## src/rtl/signal_player_pkg.sv

```systemverilog
// Shared types and constants for the signal ROM playback sequencer.
package signal_player_pkg;

  localparam int ST_W = 2;

  typedef enum logic [ST_W-1:0] {
    IDLE    = 2'd0,
    FETCH   = 2'd1,
    CAPTURE = 2'd2,
    HOLD    = 2'd3
  } state_t;

  // Highest address of a ROM with the given address width.
  function automatic int unsigned rom_last_addr(input int unsigned addr_width);
    return (32'd1 << addr_width) - 32'd1;
  endfunction

endpackage

```

## src/rtl/player_period_cnt.sv

```systemverilog
// Sample-period counter: loads the hold count, decrements it, flags zero.
module player_period_cnt #(
  parameter int DIV_WIDTH = 16
) (
  input  logic                 clk,
  input  logic                 rst,
  input  logic                 load,
  input  logic                 dec,
  input  logic [DIV_WIDTH-1:0] load_val,
  output logic [DIV_WIDTH-1:0] cnt,
  output logic                 zero
);

  // NOTE: state is updated with non-blocking assignments so every flop samples pre-edge values.
  always_ff @(posedge clk or posedge rst) begin
    if (rst) begin
      cnt <= '0;
    end else if (load) begin
      cnt <= load_val;
    end else if (dec) begin
      cnt <= cnt - DIV_WIDTH'(1);
    end
  end

  assign zero = (cnt == '0);

endmodule

```

## src/rtl/signal_rom_player.sv

```systemverilog
// Playback sequencer walking a sync-read ROM from address 0 at a programmable sample period.
// Optional feature: define SIGNAL_PLAYER_END_ADDR_EN to add end_addr_i (programmable last address).
module signal_rom_player
  import signal_player_pkg::*;
#(
  parameter int ADDR_WIDTH = 8,
  parameter int DATA_WIDTH = 1,
  parameter int DIV_WIDTH  = 16
) (
  input  logic                  clk,
  input  logic                  rst,
  input  logic                  start_i,
  input  logic                  stop_i,
  input  logic                  loop_i,
  input  logic [DIV_WIDTH-1:0]  div_i,
`ifdef SIGNAL_PLAYER_END_ADDR_EN
  input  logic [ADDR_WIDTH-1:0] end_addr_i,
`endif
  output logic [ADDR_WIDTH-1:0] rom_addr_o,
  input  logic [DATA_WIDTH-1:0] rom_data_i,
  output logic [DATA_WIDTH-1:0] sample_o,
  output logic                  sample_valid_o,
  output logic                  busy_o,
  output logic                  done_o
);

  state_t                  state_q, state_d;
  logic [ADDR_WIDTH-1:0]   addr_d;
  logic [DATA_WIDTH-1:0]   sample_d;
  logic                    valid_d;
  logic                    done_d;
  logic                    start_accept;
  logic                    cnt_load;
  logic                    cnt_dec;
  logic                    cnt_zero;
  logic [DIV_WIDTH-1:0]    cnt;
  logic [ADDR_WIDTH-1:0]   last_addr;

`ifdef SIGNAL_PLAYER_END_ADDR_EN
  logic [ADDR_WIDTH-1:0] last_q;

  always_ff @(posedge clk or posedge rst) begin
    if (rst) begin
      last_q <= '0;
    end else if (start_accept) begin
      last_q <= end_addr_i;
    end
  end

  assign last_addr = last_q;
`else
  localparam logic [ADDR_WIDTH-1:0] LAST_ADDR = ADDR_WIDTH'(rom_last_addr(ADDR_WIDTH));

  assign last_addr = LAST_ADDR;
`endif

  player_period_cnt #(
    .DIV_WIDTH (DIV_WIDTH)
  ) u_period_cnt (
    .clk      (clk),
    .rst      (rst),
    .load     (cnt_load),
    .dec      (cnt_dec),
    .load_val (div_i),
    .cnt      (cnt),
    .zero     (cnt_zero)
  );

  always_ff @(posedge clk or posedge rst) begin
    if (rst) begin
      state_q <= IDLE;
    end else begin
      state_q <= state_d;
    end
  end

  // NOTE: every output of this block gets a default first, so no path can infer a latch.
  always_comb begin
    state_d      = state_q;
    addr_d       = rom_addr_o;
    sample_d     = sample_o;
    valid_d      = 1'b0;
    done_d       = 1'b0;
    start_accept = 1'b0;
    cnt_load     = 1'b0;
    cnt_dec      = 1'b0;

    // Abort outranks everything, including a simultaneous start.
    if (state_q != IDLE && stop_i) begin
      state_d  = IDLE;
      addr_d   = '0;
      sample_d = '0;
    end else begin
      unique case (state_q)
        IDLE: begin
          if (start_i && !stop_i) begin
            start_accept = 1'b1;
            addr_d       = '0;
            state_d      = FETCH;
          end
        end
        FETCH: begin
          state_d = CAPTURE;
        end
        CAPTURE: begin
          sample_d = rom_data_i;
          valid_d  = 1'b1;
          cnt_load = 1'b1;
          state_d  = HOLD;
        end
        HOLD: begin
          if (!cnt_zero) begin
            cnt_dec = 1'b1;
          end else if (rom_addr_o != last_addr) begin
            addr_d  = rom_addr_o + ADDR_WIDTH'(1);
            state_d = FETCH;
          end else if (loop_i) begin
            addr_d  = '0;
            state_d = FETCH;
          end else begin
            done_d   = 1'b1;
            sample_d = '0;
            addr_d   = '0;
            state_d  = IDLE;
          end
        end
        default: begin
          state_d = IDLE;
        end
      endcase
    end
  end

  always_ff @(posedge clk or posedge rst) begin
    if (rst) begin
      rom_addr_o     <= '0;
      sample_o       <= '0;
      sample_valid_o <= 1'b0;
      done_o         <= 1'b0;
    end else begin
      rom_addr_o     <= addr_d;
      sample_o       <= sample_d;
      sample_valid_o <= valid_d;
      done_o         <= done_d;
    end
  end

  assign busy_o = (state_q != IDLE);

endmodule

```

## config.mk

```make
export PLATFORM = sky130hd
export DESIGN_NAME = signal_rom_player
export DESIGN_NICKNAME = d
export VERILOG_FILES = /design/src/rtl/signal_player_pkg.sv /design/src/rtl/player_period_cnt.sv /design/src/rtl/signal_rom_player.sv
export SDC_FILE = /design/constraint.sdc
export NUM_CORES = 1
export LEC_CHECK = 0
export ABC_CLOCK_PERIOD_IN_PS = 6400
export BUFFER_PORTS_ARGS = -buffer_cell sky130_fd_sc_hd__buf_4
export CAP_MARGIN = 25
export CORE_MARGIN = 5
export CORE_UTILIZATION = 59
export DETAILED_ROUTE_END_ITERATION = 10
export PLACE_DENSITY = 0.88
export SYNTH_ARGS = -nofsm -noshare
export SYNTH_HDL_FRONTEND = slang
export SYNTH_SLANG_ARGS = --single-unit
```

## constraint.sdc

```tcl
create_clock -name clk -period 6.4 [get_ports clk]
set_clock_uncertainty 0.15 [all_clocks]
set_input_delay 0 -clock clk [delete_from_list [all_inputs] [get_ports clk]]
set_output_delay 0 -clock clk [all_outputs]
set_load 0.05 [all_outputs]
```

# ---- Yosys cells after proc, flatten, opt, wreduce, memory -nomap -nowiden
# Index checks and enable logic that the tools add are counted.
dict set report classes {
  n_mux 28
  reduce_logical 12
  eq_ne 8
  n_addsub 2
}
# cell count
set op_table {}
lappend op_table {{2-to-1 mux 16 bit} 2}
lappend op_table {{2-to-1 mux 8 bit} 4}
lappend op_table {{logical NOT 16 bit} 1}
lappend op_table {{2-to-1 mux 1 bit} 16}
lappend op_table {{case mux 8 bit (2 select lines)} 1}
lappend op_table {{subtractor 16 x 1 -> 16 bit (second input constant)} 1}
lappend op_table {{inequality test 3 bit (second input constant)} 4}
lappend op_table {{adder 8 x 1 -> 8 bit (second input constant)} 1}
lappend op_table {{inequality test 8 bit (second input constant)} 1}
lappend op_table {{case mux 2 bit (4 select lines)} 1}
lappend op_table {{2-to-1 mux 2 bit} 3}
lappend op_table {{nonzero test 3 bit} 2}
lappend op_table {{== test 2 bit (second input constant)} 2}
lappend op_table {{AND reduction 4 bit} 1}
lappend op_table {{nonzero test 2 bit} 2}
lappend op_table {{AND reduction 3 bit} 1}
lappend op_table {{== test 2 x 1 -> 1 bit (second input constant)} 1}
lappend op_table {{logical AND 1 bit} 2}
lappend op_table {{logical NOT 2 bit} 1}
lappend op_table {{case mux 1 bit (2 select lines)} 1}
lappend op_table {{AND reduction 2 bit} 1}
lappend op_table {{logical NOT 1 bit} 1}
dict set report word_totals {
  in_bits 22
  out_inout_bits 12
  regBits 29
}

# ---- Depth between registers and ports, before layout
dict set report depth {
  word_depth 6
  mapped_depth 8
  depth_no_buf 7
}

# ---- Modules after synthesis
# From an unflattened synthesis, not the netlist that was laid out.
dict set report hier_totals {
  cells_unflattened 193
  area_unflattened_um2 1750.4
}
# module n_inst area_each_um2 seq_area_each_um2 cells_per_inst
set modules_own_cells {}
lappend modules_own_cells {player_period_cnt 1 933.4 400.4 101}
lappend modules_own_cells {signal_rom_player 1 817.0 325.3 92}

# ---- Worst setup path after synthesis
# Ideal clock, no wire load.
dict set report synth_timing {
  kind {flip-flop to flip-flop}
  from {register u_period_cnt.cnt[0]}
  to {register rom_addr_o[6]}
  path_buffers 0
  synth_period_minus_slack_ps 2464
  path_stages_with_launch 8
  setup_time_ps 70
  slack_ps 3936
  required_ps 6180
  arrival_ps 2245
  cell_sequence {dfrtp_1 > inv_1 > ha_1 > or4b_1 > nor4_4 > nand2_1 > or4_1 > nand3_1}
}
dict set report synth_between {
  elab_chain_len 3
}
# element line
set synth_lines {}
lappend synth_lines {{from (decl)} player_period_cnt.sv:10} ;# output logic [DIV_WIDTH-1:0] cnt,
lappend synth_lines {{from (signal assigned)} player_period_cnt.sv:19} ;# cnt <= load_val;
lappend synth_lines {{from (signal assigned)} player_period_cnt.sv:21} ;# cnt <= cnt - DIV_WIDTH'(1);
lappend synth_lines {{logical NOT 16 bit} player_period_cnt.sv:25} ;# assign zero = (cnt == '0);
lappend synth_lines {{inequality test 3 bit (no source line)} --}
lappend synth_lines {{AND reduction 3 bit (no source line)} --}
lappend synth_lines {{to (signal assigned)} signal_rom_player.sv:141} ;# rom_addr_o <= addr_d;
lappend synth_lines {{to (decl)} signal_rom_player.sv:19} ;# output logic [ADDR_WIDTH-1:0] rom_addr_o,
# Every way passes these cells.
# A chain may end at the register's enable or synchronous reset.

# ---- Worst setup path after layout
dict set report layout_timing {
  from {register u_period_cnt.cnt[0]}
  to {register sample_o}
}
dict set report layout_between {
  elab_chain_len 3
}
# element line
set layout_lines {}
lappend layout_lines {{logical NOT 16 bit} player_period_cnt.sv:25}
lappend layout_lines {{inequality test 3 bit (no source line)} --}
lappend layout_lines {{AND reduction 4 bit (no source line)} --}
lappend layout_lines {{to (signal assigned)} signal_rom_player.sv:142} ;# sample_o <= sample_d;
lappend layout_lines {{to (decl)} signal_rom_player.sv:21} ;# output logic [DATA_WIDTH-1:0] sample_o,
# Every way passes these cells.

==> metrics.yaml <==
critPathSlowestCell: "dlygate4sd3_1"
grt_overflow_total: 0
switching_share: 0.4325
crit_type: "reg2reg"
netlist_instances: 196
hpwl_mm: 3.032
cts.sink_count: 29
synth_seq_cells: 29
critPathTopFamily: "simple AND/OR/NAND/NOR gates"
power_density_mw_per_mm2: 327.2
grt_max_degree: 26
yosys_warnings: 0
path_common_cell: "o21ai_0"
grtUsageTotal: 0.2264
numCtsBuffers: 5
first_iter_violations: 153
detail-route-antenna-nets: 0
cts_tree: "built"
yosys.area.top_type: "dfrtp_1"
wire_per_inst_um: 15.26
gp_congestion: 0.9210
power.leakage_uw: 0.0009878
placedCellCount: 255
path_buf_inv: 2
power_frac_comb: 0.454
synth.avg_cell_area_um2: 8.931
clk_latency_ps: 340
cts_resized: 0
hp-class: "in2reg"
drc: 0
path_clk_slew_ps: 90
die-area_mm2: 0.004156
instances_no_fill: 285
start_util: 0.6240
startpoint_type: "flop"
period_share: 0.4700
fmax_ghz: 0.3325
syn_area_mm2: 0.001750
drive_gt1_frac: 0.2008
rsz0062_at_grt: "no"
relSlewSlack: 0.5824
end_kind: "flop"
final_common_cell: "buf_4"
finalSetupTns_ps: 0
antenna_found_initial: 0
synth.net_count: 224
p_clk_frac: 0.143
post_cts_buffers: 0
fin_hold_ws_ps: 26.56
io_buffers: 33
die_w_um: 64.47
switchingPower_uw: 327.2
die_h_um: 64.47
dr.pass1.iters: 4
critical_path_arrival_ps: 3080
syn2layout_area_growth_pct: 32.09
drt-total-wl_mm: 4.348
grt_pass1_wl_mm: 7.403
netlist_top_cells_area: "dfrtp_1 41%, xnor2_1 5.5%, nand2_1 5.4%, o21ai_0 5.1%, ha_1 4.3%"
vias_per_cell: 6.007
path_cells: "inv_1 -> ha_1 -> or4b_1 -> nor4_4 -> a21oi_1 -> o21ai_0 -> o21ai_0 -> dlygate4sd3_1"
outcome: "finished, final reports clean"
seq_area_frac_synth: 0.4146
cts-root-buf: "clkbuf_4"
path_max_fanout: 9
internal-power_uw: 429.3
drv_cap: 0
required_ps: 6470
diodes: 0
io_pins: 34
max-vdd-ir-drop_uv: 226.3
setup_viol: 0
final_core_utilization: 0.8243
htree_levels: 2
yosys.cell_types.count: 43
max_stage_delay_ps: 580
pwr-share-seq: 0.402
synth_top_cell_area_share: 0.4146
clock_path_buffers: 2
final_cell_mix: "33 x buf_4, 29 x dfrtp_1, 25 x nand2_1"
tightest_slew_ps: 610.6
finalNetCount: 281
via_count: 1712
core_area_mm2: 0.002805
fin_crit_ps: 3008
final-hold-violation-count: 0
first_global_vias: 1702
rows: 19
drv_slew: 0
[repair_timing]
action | 4_1_cts | 5_1_grt
hold endpoints to repair | 50 | 0
endpoints found under the setup margin | 0 | 0
hold buffers | 22 | 0
[sequential cells by signal, summed over array words and instances, names as in the netlist]
| name | count |
|---|---|
| done_o | 1 |
| rom_addr_o | 8 |
| sample_valid_o | 1 |
| sample_o | 1 |
| u_period_cnt.cnt | 16 |
| state_q | 2 |
[final cells by class]
class | instances | area (um2)
multi-input cells | 152 | 967.2
flip-flops and latches | 29 | 725.7
repair buffers | 56 | 495.5
fillers | 177 | 493.0
clock buffers | 6 | 41.29
well taps | 31 | 38.79
inverters | 9 | 33.78
clock inverters | 2 | 10.01
[power groups by stage]
| stage | sequential [uW] | clock, uW | combinational [uW] |
|---|---|---|---|
| 2_1_floorplan | 314 | 0 | 226 |
| 3_3_place_gp | 300 | 0 | 302 |
| 3_5_place_dp | 306 | 0 | 318 |
| 4_1_cts | 303 | 110 | 339 |
| 5_1_grt | 312 | 119 | 381 |
| 6_report | 304 | 109 | 344 |
[cell families after synthesis]
kind of cell	Yosys count	synth area share
AND/OR/NAND/NOR	89	0.2816
AO/OA/AOI/OAI	42	0.1523
multiplexers	1	0.005719
flip-flops	29	0.4146
XOR/XNOR	14	0.07005
adder cells (fa/ha/maj)	6	0.04289
buffers and inverters	15	0.03288
[through the flow]
stage | setup WS, ps | power, uW | instance area, um2
after CTS | 3510 | 751.6 | 2312
after floorplan | 3936 | 539.1 | 1750
after global routing | 3236 | 812.0 | 2312
after detailed placement | 3739 | 624.0 | 2041
final | 3392 | 756.4 | 2312
after global placement | 3833 | 601.9 | 2013
[cells in the mapped netlist]
cell,number
dfrtp_1,29
nand2_1,25
o21ai_0,18
nor2_1,11
xnor2_1,11
nand3_1,10
a21oi_1,9
inv_1,9
nor3_1,8
ha_1,6
clkbuf_1,5
nor4_1,5
a32o_1,3
nand4_1,3
nor3b_1,3
or2_2,3
or4_1,3
xor2_1,3
a211oi_1,2
a31oi_1,2
and2_1,2
nand2b_1,2
nand3b_1,2
nor4b_1,2
or3_1,2
a2111oi_0,1
a21o_1,1
and3_2,1
buf_2,1
mux2i_1,1
nand4b_1,1
nor2b_1,1
nor4_4,1
o211ai_1,1
o21ai_2,1
o311ai_0,1
o31ai_1,1
o41ai_1,1
o41ai_2,1
or3_2,1
or3_4,1
or4_4,1
or4b_1,1
[worst min-delay path, stage by stage]
cell and delay, ps:
buf_4 110, nand2b_1 100, nand2_1 70, nand2_1 80
a32o_1 120
[metal layers]
layer / share of wire / vias up / track usage
met5: 0 / - / 0
met4: 0.017 / 0 / 0.1003
met3: 0.057 / 8 / 0.04836
met2: 0.49 / 70 / 0.3866
met1: 0.44 / 811 / 0.2757
li1: - / 823 / -
[path summary, 6_finish.rpt]
check / startpoint / end / slack (ps) / cells after the start
worst max-delay path: u_period_cnt.cnt[0] / sample_o / 3390 / 8
worst min-delay path: start_i / state_q[1] / 30 / 5
worst max register to register: u_period_cnt.cnt[0] / sample_o / 3390 / 8
worst min register to register: rom_addr_o[5] / rom_addr_o[5] / 380 / 1
max in group asynchronous: rst / u_period_cnt.cnt[4] / 5540 / 4
min in group asynchronous: rst / u_period_cnt.cnt[8] / 80 / 3
(Power assumes the default switching activity.)
